File: config.mk
export PLATFORM = sky130hd
export DESIGN_NAME = hazard_scoreboard_flat
export DESIGN_NICKNAME = d
export VERILOG_FILES = /design/src/rtl/hazard_scoreboard_if.sv /design/src/rtl/hazard_scoreboard.sv /design/src/flat_wrapper.sv
export SDC_FILE = /design/constraint.sdc
export NUM_CORES = 1
export LEC_CHECK = 0
export CORE_ASPECT_RATIO = 1.4
export CORE_UTILIZATION = 49
export CTS_CLUSTER_SIZE = 14
export DETAILED_ROUTE_END_ITERATION = 10
export PLACE_DENSITY_LB_ADDON = 0.15
export SLEW_MARGIN = 15
export SYNTH_ARGS = -nofsm -noshare
export SYNTH_HDL_FRONTEND = slang
export SYNTH_SLANG_ARGS = --single-unit
File: constraint.sdc
create_clock -name clk -period 2.6 [get_ports clk]
set_input_delay 0.52 -clock clk [delete_from_list [all_inputs] [get_ports clk]]
set_output_delay 0.52 -clock clk [all_outputs]
set_load 0.02 [all_outputs]
File: src/rtl/hazard_scoreboard_if.sv
// ID-stage interlock bus between the decode logic (master) and hazard_scoreboard (slave).
interface hazard_scoreboard_if #(
   parameter int NUM_REGS = 8,
   parameter int CNT_W    = 16
);
   localparam int REG_W = $clog2(NUM_REGS);

   logic             id_valid;
   logic [REG_W-1:0] id_src1;
   logic [REG_W-1:0] id_src2;
   logic             id_src1_used;
   logic             id_src2_used;
   logic [REG_W-1:0] id_dest;
   logic             id_dest_we;
   logic             id_sets_cc;
   logic             id_reads_cc;
   logic             id_is_ctrl;
   logic             issue;
   logic             stall_id;
   logic             pc_load;
   logic             bubble_ex;
   logic             flush_if;
   logic [CNT_W-1:0] stall_count;

   modport master (
      output id_valid, id_src1, id_src2, id_src1_used, id_src2_used,
             id_dest, id_dest_we, id_sets_cc, id_reads_cc, id_is_ctrl,
      input  issue, stall_id, pc_load, bubble_ex, flush_if, stall_count
   );

   modport slave (
      input  id_valid, id_src1, id_src2, id_src1_used, id_src2_used,
             id_dest, id_dest_we, id_sets_cc, id_reads_cc, id_is_ctrl,
      output issue, stall_id, pc_load, bubble_ex, flush_if, stall_count
   );
endinterface

File: src/rtl/hazard_scoreboard.sv
// LC-3b ID-stage interlock: shift-register scoreboard of in-flight instructions, RAW/CC/control stalls.
// Define HAZARD_WB_BYPASS_EN when the regfile is write-through so the WB slot is excluded from hazard checks.
module hazard_scoreboard #(
   parameter int NUM_REGS = 8,
   parameter int DEPTH    = 3,
   parameter int CNT_W    = 16
) (
   input  logic                clk,
   input  logic                rst,
   hazard_scoreboard_if.slave  bus
);
   localparam int REG_W = $clog2(NUM_REGS);
`ifdef HAZARD_WB_BYPASS_EN
   localparam int HZ_SLOTS = DEPTH - 1;
`else
   localparam int HZ_SLOTS = DEPTH;
`endif

   logic [DEPTH-1:0] r_v;
   logic [DEPTH-1:0] r_we;
   logic [DEPTH-1:0] r_cc;
   logic [DEPTH-1:0] r_ctrl;
   logic [REG_W-1:0] r_dest [DEPTH];
   logic [CNT_W-1:0] r_stall_cnt;

   logic w_reg_hz;
   logic w_cc_hz;
   logic w_ctrl_busy;
   logic w_ctrl_retire;
   logic w_issue;
   logic w_stall_id;

   always_comb begin
      w_reg_hz    = 1'b0;
      w_cc_hz     = 1'b0;
      w_ctrl_busy = 1'b0;
      for (int k = 0; k < DEPTH; k++) begin
         if (r_v[k] && r_ctrl[k])
            w_ctrl_busy = 1'b1;
         if (k < HZ_SLOTS && r_v[k]) begin
            if (r_we[k] && ((bus.id_src1_used && r_dest[k] == bus.id_src1) ||
                            (bus.id_src2_used && r_dest[k] == bus.id_src2)))
               w_reg_hz = 1'b1;
            if (bus.id_reads_cc && r_cc[k])
               w_cc_hz = 1'b1;
         end
      end
   end

   assign w_ctrl_retire = r_v[DEPTH-1] & r_ctrl[DEPTH-1];
   assign w_issue       = bus.id_valid & ~w_reg_hz & ~w_cc_hz & ~w_ctrl_busy;
   assign w_stall_id    = bus.id_valid & ~w_issue;

   assign bus.issue       = w_issue;
   assign bus.bubble_ex   = ~w_issue;
   assign bus.stall_id    = w_stall_id;
   // A retiring control transfer redirects the PC even while ID is stalled behind it.
   assign bus.pc_load     = ~w_stall_id | w_ctrl_retire;
   assign bus.flush_if    = w_ctrl_retire;
   assign bus.stall_count = r_stall_cnt;

   always_ff @(posedge clk or posedge rst) begin
      if (rst) begin
         r_v         <= '0;
         r_we        <= '0;
         r_cc        <= '0;
         r_ctrl      <= '0;
         r_stall_cnt <= '0;
         for (int k = 0; k < DEPTH; k++)
            r_dest[k] <= '0;
      end else begin
         for (int k = DEPTH - 1; k > 0; k--) begin
            r_v[k]    <= r_v[k-1];
            r_we[k]   <= r_we[k-1];
            r_cc[k]   <= r_cc[k-1];
            r_ctrl[k] <= r_ctrl[k-1];
            r_dest[k] <= r_dest[k-1];
         end
         r_v[0]    <= w_issue;
         r_we[0]   <= w_issue & bus.id_dest_we;
         r_cc[0]   <= w_issue & bus.id_sets_cc;
         r_ctrl[0] <= w_issue & bus.id_is_ctrl;
         r_dest[0] <= w_issue ? bus.id_dest : '0;
         if (w_stall_id && r_stall_cnt != {CNT_W{1'b1}})
            r_stall_cnt <= r_stall_cnt + 1'b1;
      end
   end
endmodule

File: src/flat_wrapper.sv
// flat-port wrapper written by rule: the top's interface ports become plain ports
module hazard_scoreboard_flat 
#(
   parameter int NUM_REGS = 8,
   parameter int DEPTH    = 3,
   parameter int CNT_W    = 16
)
  (clk, rst, bus_id_valid, bus_id_src1, bus_id_src2, bus_id_src1_used, bus_id_src2_used, bus_id_dest, bus_id_dest_we, bus_id_sets_cc, bus_id_reads_cc, bus_id_is_ctrl, bus_issue, bus_stall_id, bus_pc_load, bus_bubble_ex, bus_flush_if, bus_stall_count);
  hazard_scoreboard_if #(.NUM_REGS(NUM_REGS), .CNT_W(CNT_W)) bus_i ();
  input  logic clk;
  input  logic rst;
  input wire logic [$bits(bus_i.id_valid)-1:0] bus_id_valid;
  input wire logic [$bits(bus_i.id_src1)-1:0] bus_id_src1;
  input wire logic [$bits(bus_i.id_src2)-1:0] bus_id_src2;
  input wire logic [$bits(bus_i.id_src1_used)-1:0] bus_id_src1_used;
  input wire logic [$bits(bus_i.id_src2_used)-1:0] bus_id_src2_used;
  input wire logic [$bits(bus_i.id_dest)-1:0] bus_id_dest;
  input wire logic [$bits(bus_i.id_dest_we)-1:0] bus_id_dest_we;
  input wire logic [$bits(bus_i.id_sets_cc)-1:0] bus_id_sets_cc;
  input wire logic [$bits(bus_i.id_reads_cc)-1:0] bus_id_reads_cc;
  input wire logic [$bits(bus_i.id_is_ctrl)-1:0] bus_id_is_ctrl;
  output wire logic [$bits(bus_i.issue)-1:0] bus_issue;
  output wire logic [$bits(bus_i.stall_id)-1:0] bus_stall_id;
  output wire logic [$bits(bus_i.pc_load)-1:0] bus_pc_load;
  output wire logic [$bits(bus_i.bubble_ex)-1:0] bus_bubble_ex;
  output wire logic [$bits(bus_i.flush_if)-1:0] bus_flush_if;
  output wire logic [$bits(bus_i.stall_count)-1:0] bus_stall_count;
  assign bus_i.id_valid = bus_id_valid;
  assign bus_i.id_src1 = bus_id_src1;
  assign bus_i.id_src2 = bus_id_src2;
  assign bus_i.id_src1_used = bus_id_src1_used;
  assign bus_i.id_src2_used = bus_id_src2_used;
  assign bus_i.id_dest = bus_id_dest;
  assign bus_i.id_dest_we = bus_id_dest_we;
  assign bus_i.id_sets_cc = bus_id_sets_cc;
  assign bus_i.id_reads_cc = bus_id_reads_cc;
  assign bus_i.id_is_ctrl = bus_id_is_ctrl;
  assign bus_issue = bus_i.issue;
  assign bus_stall_id = bus_i.stall_id;
  assign bus_pc_load = bus_i.pc_load;
  assign bus_bubble_ex = bus_i.bubble_ex;
  assign bus_flush_if = bus_i.flush_if;
  assign bus_stall_count = bus_i.stall_count;
  hazard_scoreboard #(.NUM_REGS(NUM_REGS), .DEPTH(DEPTH), .CNT_W(CNT_W)) u_core (.clk(clk), .rst(rst), .bus(bus_i));
endmodule
==> flow_summary.json <==
{
  "grt_max_degree": 38,
  "die_h_um": 71.70,
  "critPathCaptureType": "output pin",
  "rows": 24,
  "ys_seq_area_frac": 0.5445,
  "final_core_util": 0.7095,
  "drive_above_1_share": 0.1875,
  "start_util": 0.5292,
  "insertion_delay_ns": 0.30,
  "ys_ff_latch": 37,
  "ioPinCount": 39,
  "crit_type": "in -> out",
  "grtUsageTotal": 0.2321,
  "fin_crit_ns": 2.540,
  "hp-start": "u_core.r_we[1]",
  "initialDrtViolationCount": 22,
  "cp_cell_sequence": "clkdlybuf4s50_1, xnor2_1, nand4_1, a21oi_2, nor4_4, buf_4, inv_1, buf_4",
  "pre_cts_ws_ns": -0.5352,
  "grt_pass1_wl_um": 6141,
  "die_w_um": 51.79,
  "r2r_cells": 7,
  "whs_endpoint": "u_core.r_we[2]",
  "crit_path_max_incr_delay_ns": 0.49,
  "timing.setup.tns_ns": 0,
  "synth_area_sq_mm": 0.001700,
  "synth.distinct_cells": 28,
  "synth_fp_nets": 162,
  "final_common_cell": "dfrtp_1",
  "clk_pin_slew_worst_paths_ns": 0.08,
  "cap_violations": 0,
  "cpMaxStageDelayCell": "clkdlybuf4s50_1",
  "r2r_slack_ns": 0.34,
  "skew_ns": 0.005650,
  "async_flop_share": 1.000,
  "drv_slew": 0,
  "start_kind": "input port",
  "worstHoldPathCells": 0,
  "via_per_inst": 5.307,
  "synth_ff_type": "dfrtp_1",
  "reg2reg_from": "u_core.r_v[2]",
  "diodes": 0,
  "ctsHtreeMaxLevel": 2,
  "ir_drop_uv": 630.6,
  "status": "finished, final reports clean",
  "place_congestion": 0.9454,
  "path_common_cell": "buf_4",
  "p_per_area_mw_per_mm2": 799.8,
  "worstReg2RegEnd": "u_core.bus.stall_count[1]",
  "crit_start": "bus_id_src1[1]",
  "grt.overflow.total": 0,
  "cts_buffer_depth": 2,
  "final_cell_count_no_fill": 231,
  "clock.fmax_ghz": 0.3937,
  "required_ns": 2.08,
  "synth_edf_count": 0,
  "worstPathArrival_ns": 2.02,
  "dieArea_sq_mm": 0.003713,
  "rsz0062_at_grt": "false",
  "syn_avg_cell_area_sq_um": 11.89,
  "nets": 210,
  "clock-sinks": 37,
  "numPortBuffers": 38,
  "antenna_found_initial": 0,
  "yosys_warnings": 0,
  "dr_total_vias": 1226,
  "power_leakage_uw": 0.001032,
  "coreArea_sq_mm": 0.003213,
  "cts_made_buffers": 5,
  "setup_viol": 0,
  "dp_cells": 223,
  "relSlewSlack": 0.6888,
  "cts_root_buffer": "clkbuf_8",
  "drt-total-wl_um": 3686,
  "area_growth_pct": 34.07,
  "cts_tree": "built",
  "hold_ws_ns": 0.3798,
  "dr.pass1.iters": 4,
  "timing_hold_violations_final": 0,
  "grt_pass1_vias": 1365,
  "post_cts_buffers": 0,
  "worst_pin_slew_ns": 0.4669,
  "wl_per_cell_um": 15.96,
  "netlist_instances": 143,
  "nFillCells": 254,
  "min_path_type": "reg -> reg",
  "hpwlAfterDp_um": 2630,
  "drc": 0,
  "path_max_fanout": 4,
  "final_cell_mix": "dfrtp_1, clkdlybuf4s50_1, xnor2_1",
  "postRouteAntennaNets": 0,
  "period_share": 0.9770,
  "layout_setup_ws_ns": 0.05980
}
==> metal layers <==
metal	global-route usage	wire [um]	vias to the layer above
li1	-	-	582
met1	0.2360	1446	606
met2	0.4113	1957	27
met3	0.06794	147	11
met4	0.1291	134	0
met5	0	0	-
==> kinds of logic after synthesis <==
family,Yosys count,share of synthesized area
adder cells (fa/ha/maj),1,0.007357
XOR/XNOR,33,0.1700
multiplexers,1,0.008827
AND/OR/NAND/NOR,59,0.2222
buffers and inverters,6,0.02281
flip-flops,37,0.5445
AO/OA/AOI/OAI,6,0.02428
==> stage by stage <==
stage          power (uW)  instance area (sq um)
2_1_floorplan        1015                   1700
3_3_place_gp         1217                   2147
3_5_place_dp         1232                   2147
4_1_cts              1844                   2272
5_1_grt              1906                   2280
6_report             1823                   2280
==> cell usage after synthesis, types with 2 or more instances <==
master    n  share of area
buf_6     2          0.013
nor3_1    2         0.0059
nand2_1  12          0.026
and3_1    2         0.0074
and2_1    6          0.022
dfrtp_1  37           0.54
inv_1     3         0.0066
xnor2_1  18          0.093
nand3_1   8          0.024
a21oi_1   3         0.0088
nor2_1    2         0.0044
nor3_2    8          0.047
nand4_1   9          0.033
xor2_1   15          0.077
nor3b_1   3          0.013
==> flip-flops by register name (all words and copies together) (netlist names) <==
| register | cells |
|---|---|
| u_core.r_ctrl | 3 |
| u_core.r_dest | 9 |
| u_core.r_cc | 3 |
| u_core.r_v | 3 |
| u_core.r_we | 3 |
| u_core.bus.stall_count | 16 |
==> power breakdown <==
| part | internal (uW) | switching, uW | total (uW) |
|---|---|---|---|
| clock network | 386 | 226 | 612 |
| logic | 229 | 225 | 453 |
| registers | 663 | 94.8 | 758 |
| total | 1280 | 545 | 1820 |
==> final cells by class <==
class	count	area [sq um]	share of cell area
clock inverters	3	68.82	0.03019
flip-flops and latches	37	925.9	0.4061
inverters	3	11.26	0.004940
well taps	39	48.80	0.02141
clock buffers	5	68.82	0.03019
multi-input cells	100	749.5	0.3288
repair buffers	44	406.6	0.1784
==> worst max-delay path: cells and delay by family <==
family	cells	cell delay [ns]
compound gates	1	0.08
xor+xnor	1	0.16
buf+inv	4	0.84
simple gates	2	0.41
==> worst max path at each step <==
stage / end / slack [ns] / cells past startpoint
after floorplan: bus_pc_load / 0.15 / 7
after global placement: bus_stall_id / -0.45 / 7
after detailed placement: bus_stall_id / -0.54 / 7
after CTS: bus_bubble_ex / 0.01 / 7
after global routing: bus_pc_load / 0.006 / 8
final: bus_bubble_ex / 0.06 / 8
==> timing repair <==
item / in CTS / in global routing
resized for setup: 25 / 3
gates cloned: 0 / 0
hold buffers: 0 / 0
endpoints found under the setup margin: 4 / 2
pin swaps: 3 / 2
Power figures use the tool's default switching activity.
